`src/rtl/spi_slave.sv`:
```
// spi_slave: SPI peripheral endpoint with oversampled async inputs and AXI-Stream TX/RX ports.
module spi_slave #(
  parameter int AXIS_DATA_WIDTH = 8,
  localparam int WORD_COUNTER_WIDTH = $clog2(AXIS_DATA_WIDTH) + 1
) (
  input  logic                          clk,
  input  logic                          rst,
  input  logic [AXIS_DATA_WIDTH-1:0]    s_axis_tdata,
  input  logic                          s_axis_tvalid,
  output logic                          s_axis_tready,
  output logic [AXIS_DATA_WIDTH-1:0]    m_axis_tdata,
  output logic                          m_axis_tvalid,
  input  logic                          m_axis_tready,
  input  logic                          sclk,
  input  logic                          mosi,
  input  logic                          ss,
  output logic                          miso,
  output logic                          miso_oe,
  input  logic [1:0]                    spi_mode,
  input  logic [WORD_COUNTER_WIDTH-1:0] spi_word_width,
  output logic                          rx_overrun_error,
  output logic                          tx_underrun_error,
  output logic                          bus_active
);
  localparam int W = AXIS_DATA_WIDTH;
  localparam int C = WORD_COUNTER_WIDTH;
  localparam logic [C-1:0] W_MAX = C'(W);
  localparam logic [0:0] IDLE = 1'b0, ACTIVE = 1'b1;
  logic [0:0] state;
  logic [2:0] sclk_s, ss_s;
  logic [1:0] mosi_s;
  logic [1:0] mode_l;
  logic [C-1:0] width_l, width_res, bit_cnt;
  logic [W-1:0] hold_data, tx_sr, rx_sr, rx_next, start_data, top_l, top_res, mask;
  logic hold_valid, lead, trail, sample, shift, ss_fall, ss_rise, done, word_start;
  always_comb begin
    width_res = (spi_word_width == '0 || spi_word_width > W_MAX) ? W_MAX : spi_word_width;
    lead = (sclk_s[1] != mode_l[1]) && (sclk_s[2] == mode_l[1]);
    trail = (sclk_s[1] == mode_l[1]) && (sclk_s[2] != mode_l[1]);
    sample = (state == ACTIVE) && (mode_l[0] ? trail : lead);
    shift = (state == ACTIVE) && (mode_l[0] ? lead : trail);
    ss_fall = !ss_s[1] && ss_s[2];
    ss_rise = ss_s[1] && !ss_s[2];
    rx_next = W'({rx_sr, mosi_s[1]});
    done = sample && !ss_rise && (bit_cnt + 1'b1 == width_l);
    word_start = ((state == IDLE) && ss_fall) || done;
    start_data = hold_valid ? hold_data : '0;
    mask = ~({W{1'b1}} << width_l);
    top_l = {{(W-1){1'b0}}, 1'b1} << (width_l - 1'b1);
    top_res = {{(W-1){1'b0}}, 1'b1} << (width_res - 1'b1);
  end
  assign s_axis_tready = !hold_valid;
  assign bus_active = (state == ACTIVE);
  assign miso_oe = (state == ACTIVE);
  always_ff @(posedge clk) begin
    if (rst) begin
      sclk_s <= '0;
      ss_s <= '1;
      mosi_s <= '0;
      state <= IDLE;
      mode_l <= '0;
      width_l <= W_MAX;
      bit_cnt <= '0;
      hold_valid <= 1'b0;
      hold_data <= '0;
      tx_sr <= '0;
      rx_sr <= '0;
      miso <= 1'b0;
      m_axis_tdata <= '0;
      m_axis_tvalid <= 1'b0;
      rx_overrun_error <= 1'b0;
      tx_underrun_error <= 1'b0;
    end else begin
      sclk_s <= {sclk_s[1:0], sclk};
      ss_s <= {ss_s[1:0], ss};
      mosi_s <= {mosi_s[0], mosi};
      tx_underrun_error <= word_start && !hold_valid;
      if (word_start && hold_valid) hold_valid <= 1'b0;
      else if (s_axis_tvalid && !hold_valid) begin
        hold_valid <= 1'b1;
        hold_data <= s_axis_tdata;
      end
      // A completion always wins over a concurrent accept so the new word is never dropped
      if (done) begin
        m_axis_tdata <= rx_next & mask;
        m_axis_tvalid <= 1'b1;
        if (m_axis_tvalid && !m_axis_tready) rx_overrun_error <= 1'b1;
      end else if (m_axis_tvalid && m_axis_tready) begin
        m_axis_tvalid <= 1'b0;
        rx_overrun_error <= 1'b0;
      end
      if (state == IDLE) begin
        if (ss_fall) begin
          state <= ACTIVE;
          mode_l <= spi_mode;
          width_l <= width_res;
          bit_cnt <= '0;
          rx_sr <= '0;
          miso <= spi_mode[0] ? miso : |(start_data & top_res);
          tx_sr <= spi_mode[0] ? start_data : start_data << 1;
        end
      end else if (ss_rise) begin
        state <= IDLE;
        miso <= 1'b0;
      end else begin
        if (sample) begin
          rx_sr <= rx_next;
          bit_cnt <= done ? '0 : bit_cnt + 1'b1;
        end
        // The next word's MSB waits for the following shift edge in both phases
        if (done) tx_sr <= start_data;
        else if (shift) tx_sr <= tx_sr << 1;
        if (shift) miso <= |(tx_sr & top_l);
      end
    end
  end
endmodule

```
`config.mk`:
```
export PLATFORM = sky130hd
export DESIGN_NAME = spi_slave
export DESIGN_NICKNAME = d
export VERILOG_FILES = /design/src/rtl/spi_slave.sv
export SDC_FILE = /design/constraint.sdc
export NUM_CORES = 1
export LEC_CHECK = 0
export BUFFER_PORTS_ARGS = -buffer_cell sky130_fd_sc_hd__buf_2
export CORE_UTILIZATION = 50
export CTS_BUF_LIST = sky130_fd_sc_hd__clkbuf_8
export DETAILED_ROUTE_END_ITERATION = 12
export PLACE_DENSITY = 0.69
export SLEW_MARGIN = 20
export SYNTH_ARGS = -nofsm -noshare
export SYNTH_HDL_FRONTEND = slang
export SYNTH_SLANG_ARGS = --single-unit
```
`constraint.sdc`:
```
create_clock -name clk -period 2.5 [get_ports clk]
set_input_delay 0.125 -clock clk [delete_from_list [all_inputs] [get_ports clk]]
set_output_delay 0.125 -clock clk [all_outputs]
set_load 0.005 [all_outputs]
```
==> key figures <==
Run status
  – Outcome: finished, final reports clean

Yosys
  – Warnings from Yosys: 0
  – Post-synth top flop: dfxtp_1
  – Sequential element share of the synthesized area: 0.392
  – EDFF count, synth: 0
  – #FFs+latches synth: 55
  – Syn avg cell area: 8.31 um^2
  – Mapped Area: 2810 um^2
  – Post-Syn Instances: 338
  – Synthesized Nets: approximately 360
  – Fraction of registers with async set/reset: 0
  – Post-synth cell types: 41

Clock tree
  – CTS root buf: clkbuf_8
  – Worst skew pair latency: 0.31 ns
  – CTS sink count: 55
  – Number of H-tree levels: 2
  – CTS tree: done
  – Post CTS Setup Buffer Count: 0
  – CTS resizes: 0
  – Num CTS Buffers: 5
  – Clock buffer depth: 2
  – Register clock-pin slew on the reported worst setup and hold paths: 0.09 ns

Placed design
  – Placement Cell Area: 2990 um^2
  – Post-placement cell count: 422
  – Port Buffer Count: 35
  – Pre-CTS setup slack: 0.386 ns
  – Final HPWL DP: 4240 um
  – Final Wtd Congestion: 0.832

Cells and area
  – Final cell count without fillers: 430
  – Design area: 3110 um^2
  – Multi-input gate area: 1530 um^2
  – N_diodes: 0
  – Nets@finish: between 300 and 400
  – Core Util, Final: 0.590
  – Area grow syn2layout: 10.6%
  – Flip-flop and latch area: about 1100 um^2
  – Layout cells sized above 1: 0.200
  – Fillers: 495

GRT
  – GRT Util Overall: 0.222
  – First-pass GRT wire length: roughly 11,000 um
  – GR Util met3: 0.0381
  – GR Layer Usage met1: 0.318
  – Vias in the first global route: 2,239
  – GR Util met2: 0.338
  – Largest net degree at the start of global routing: 40
  – Total grt overflow: 0
  – Initial antenna violation count: 0
  – Most used routing layer: met2

Setup path
  – Worst-path fanout max: 33
  – CP startpoint: bit_cnt[0]$_SDFFE_PP0P_
  – Worst R2R End: tx_sr[4]$_SDFFE_PP0P_
  – Startpoint class of the critical path: flop
  – Arrival time of the worst setup path: 2.36 ns
  – CP max stage cell: and4_4
  – R2r setup slk: 0.37 ns
  – Worst EP required: 2.73 ns
  – Cell chain of the critical path: ha_1 -> xnor2_1 -> and4_1 -> and4_4 -> mux2_2 -> a21oi_1
  – R2R cell count: 6
  – CP Class: flop to flop
  – Worst r2r src: bit_cnt[0]$_SDFFE_PP0P_
  – Crit path buffers/inverters: 0
  – Worst setup EP type: flop
  – Slowest stage delay, CP: between 0.5 and 0.6 ns
  – Top delay family on crit path: simple AND/OR/NAND/NOR gates

Power
  – Total power: 1.70 mW
  – Clock power frac: 0.338
  – Reg power frac: 0.554
  – Sw Ratio: 0.247
  – Internal power: 1.28 mW
  – PD cells: 549 nW/um^2
  – Switching power: 0.421 mW
  – Pleak: 1.19 nW
  – Worst VDD drop: 0.480 mV
  – Comb pwr share: 0.108

Timing
  – Number of hold violations in the final report: 0
  – RSZ-0062 raised after global routing: no
  – Slew margin rel.: 0.544
  – Fmax: around 470 MHz
  – Setup Skew: around 0.015 ns
  – WHS: 0.0271 ns
  – Final Max Tran Viols: 0
  – Worst Slack Setup Final: 0.372 ns
  – Final TNS setup: 0 ns
  – # setup viols final: 0
  – Min Tclk post-route: 2.13 ns
  – Fin crit share: 0.851
  – Slew @ Worst Pin: 0.684 ns

Floorplan
  – Die Wd: 77.0 um
  – Initial Util: 0.533
  – Die height: 77.0 um
  – FP Rows: 26
  – IO Pins: 36
  – Die footprint: 5920 um^2
  – Core box area: 5270 um^2

Drt
  – Vias/cell: 5.62
  – Starting DRT DRC Count: 146
  – Drt total wl: between 6000 and 7000 um
  – Via count: 2,415
  – DRC: 0
  – First drt pass iteration count: 5
  – Routed Antenna Nets: 0
  – Routed length per placed instance: 14.2 um

Min path
  – Hold Path Stages: 2
  – HP Class: primary input to flop
  – Hold path start: m_axis_tready
  – Worst Hold End: rx_overrun_error$_SDFFE_PP0P_

Run
  – Max_cap viols: 0
## layout by cell type (no fill, tap or decap), types with 2 or more instances in the layout
master | synthesis | layout
a21oi_1 | 58 | 58
dfxtp_1 | 55 | 55
nand2_1 | 44 | 44
buf_2 | 3 | 35
nand3_1 | 26 | 26
nor2b_1 | 13 | 13
inv_1 | 12 | 12
nor2_1 | 12 | 12
mux2_2 | 9 | 9
o31ai_1 | 8 | 8
o21a_1 | 7 | 7
buf_4 | 3 | 7
mux2_4 | 6 | 6
nand2b_1 | 5 | 5
xnor2_1 | 5 | 5
mux2i_1 | 5 | 5
clkbuf_8 | 0 | 5
or2_2 | 4 | 4
a211o_1 | 4 | 4
o21ai_0 | 3 | 3
mux4_2 | 3 | 3
xor2_1 | 3 | 3
or3_1 | 3 | 3
o211ai_1 | 3 | 3
ha_1 | 3 | 3
a31oi_1 | 2 | 2
nor3_1 | 2 | 2
a211oi_1 | 2 | 2
nand4_1 | 2 | 2
nor3b_1 | 2 | 2
## what timing repair did
action / 4_1_cts / 5_1_grt
hold buffers: 1 / 0
endpoints found under the hold margin: 1 / 0
endpoints found under the setup margin: 0 / 0
## worst max-delay path by stage
stage | endpoint | slack (ns) | cells after the start
CTS | tx_sr[4]$_SDFFE_PP0P_ | 0.37 | 6
floorplan | tx_sr[1]$_SDFFE_PP0P_ | 0.62 | 8
detailed placement | tx_sr[4]$_SDFFE_PP0P_ | 0.39 | 6
global placement | tx_sr[5]$_SDFFE_PP0P_ | 0.45 | 6
finish | tx_sr[4]$_SDFFE_PP0P_ | 0.37 | 6
global route | tx_sr[4]$_SDFFE_PP0P_ | 0.24 | 6
## metal layers
layer  share of wire  vias to the layer above
li1                -                     1218
met1            0.51                     1125
met2            0.44                       63
met3           0.041                        9
met4           0.011                        0
met5               0                        -
## cell families (layout without fill, tap and decap cells)
kind of cell    Yosys count  in the layout  synth area share
compound gates           91             91             0.191
xor+xnor                  8              8            0.0249
fa+ha+maj                 3              3            0.0134
buf+inv                  40             62            0.0641
flops                    55             55             0.392
mux                      23             23             0.110
simple gates            118            118             0.205
## sequential cells by signal (all words and copies together) (netlist names)
name,flops
sclk_s,3
m_axis_tvalid,1
bus_active,1
hold_data,8
m_axis_tdata,8
tx_sr,8
hold_valid,1
rx_sr,7
tx_underrun_error,1
mosi_s,2
mode_l,2
miso,1
width_l,4
bit_cnt,4
rx_overrun_error,1
ss_s,3
## Yosys cell counts, drive strengths merged (7+ instances only)
cell,n,area [um^2]
o31ai,8,60.1
nand3,26,130
inv,12,45.0
o21a,7,52.6
nand2,44,165
nor2b,13,81.3
buf,12,75.1
clkbuf,16,60.1
mux2,15,191
nor2,12,45.0
dfxtp,55,1100
a21oi,58,290
## final cells by class
| type | count | share of cell area |
|---|---|---|
| clock inverter | 2 | 0.0121 |
| timing repair buffer | 43 | 0.0765 |
| clock buffer | 5 | 0.0222 |
| tap | 70 | 0.0282 |
| inverter | 12 | 0.0145 |
| multi-input combinational | 243 | 0.492 |
| sequential | 55 | 0.354 |
## power groups by stage
stage	Clock, mW	Sequential (mW)	Combinational (mW)
2_1_floorplan	0	0.944	0.142
3_3_place_gp	0	0.963	0.179
3_5_place_dp	0	0.964	0.181
4_1_cts	0.595	0.944	0.183
5_1_grt	0.625	0.950	0.207
6_report	0.576	0.945	0.183
Note: power is estimated with default switching activity, not from simulation.
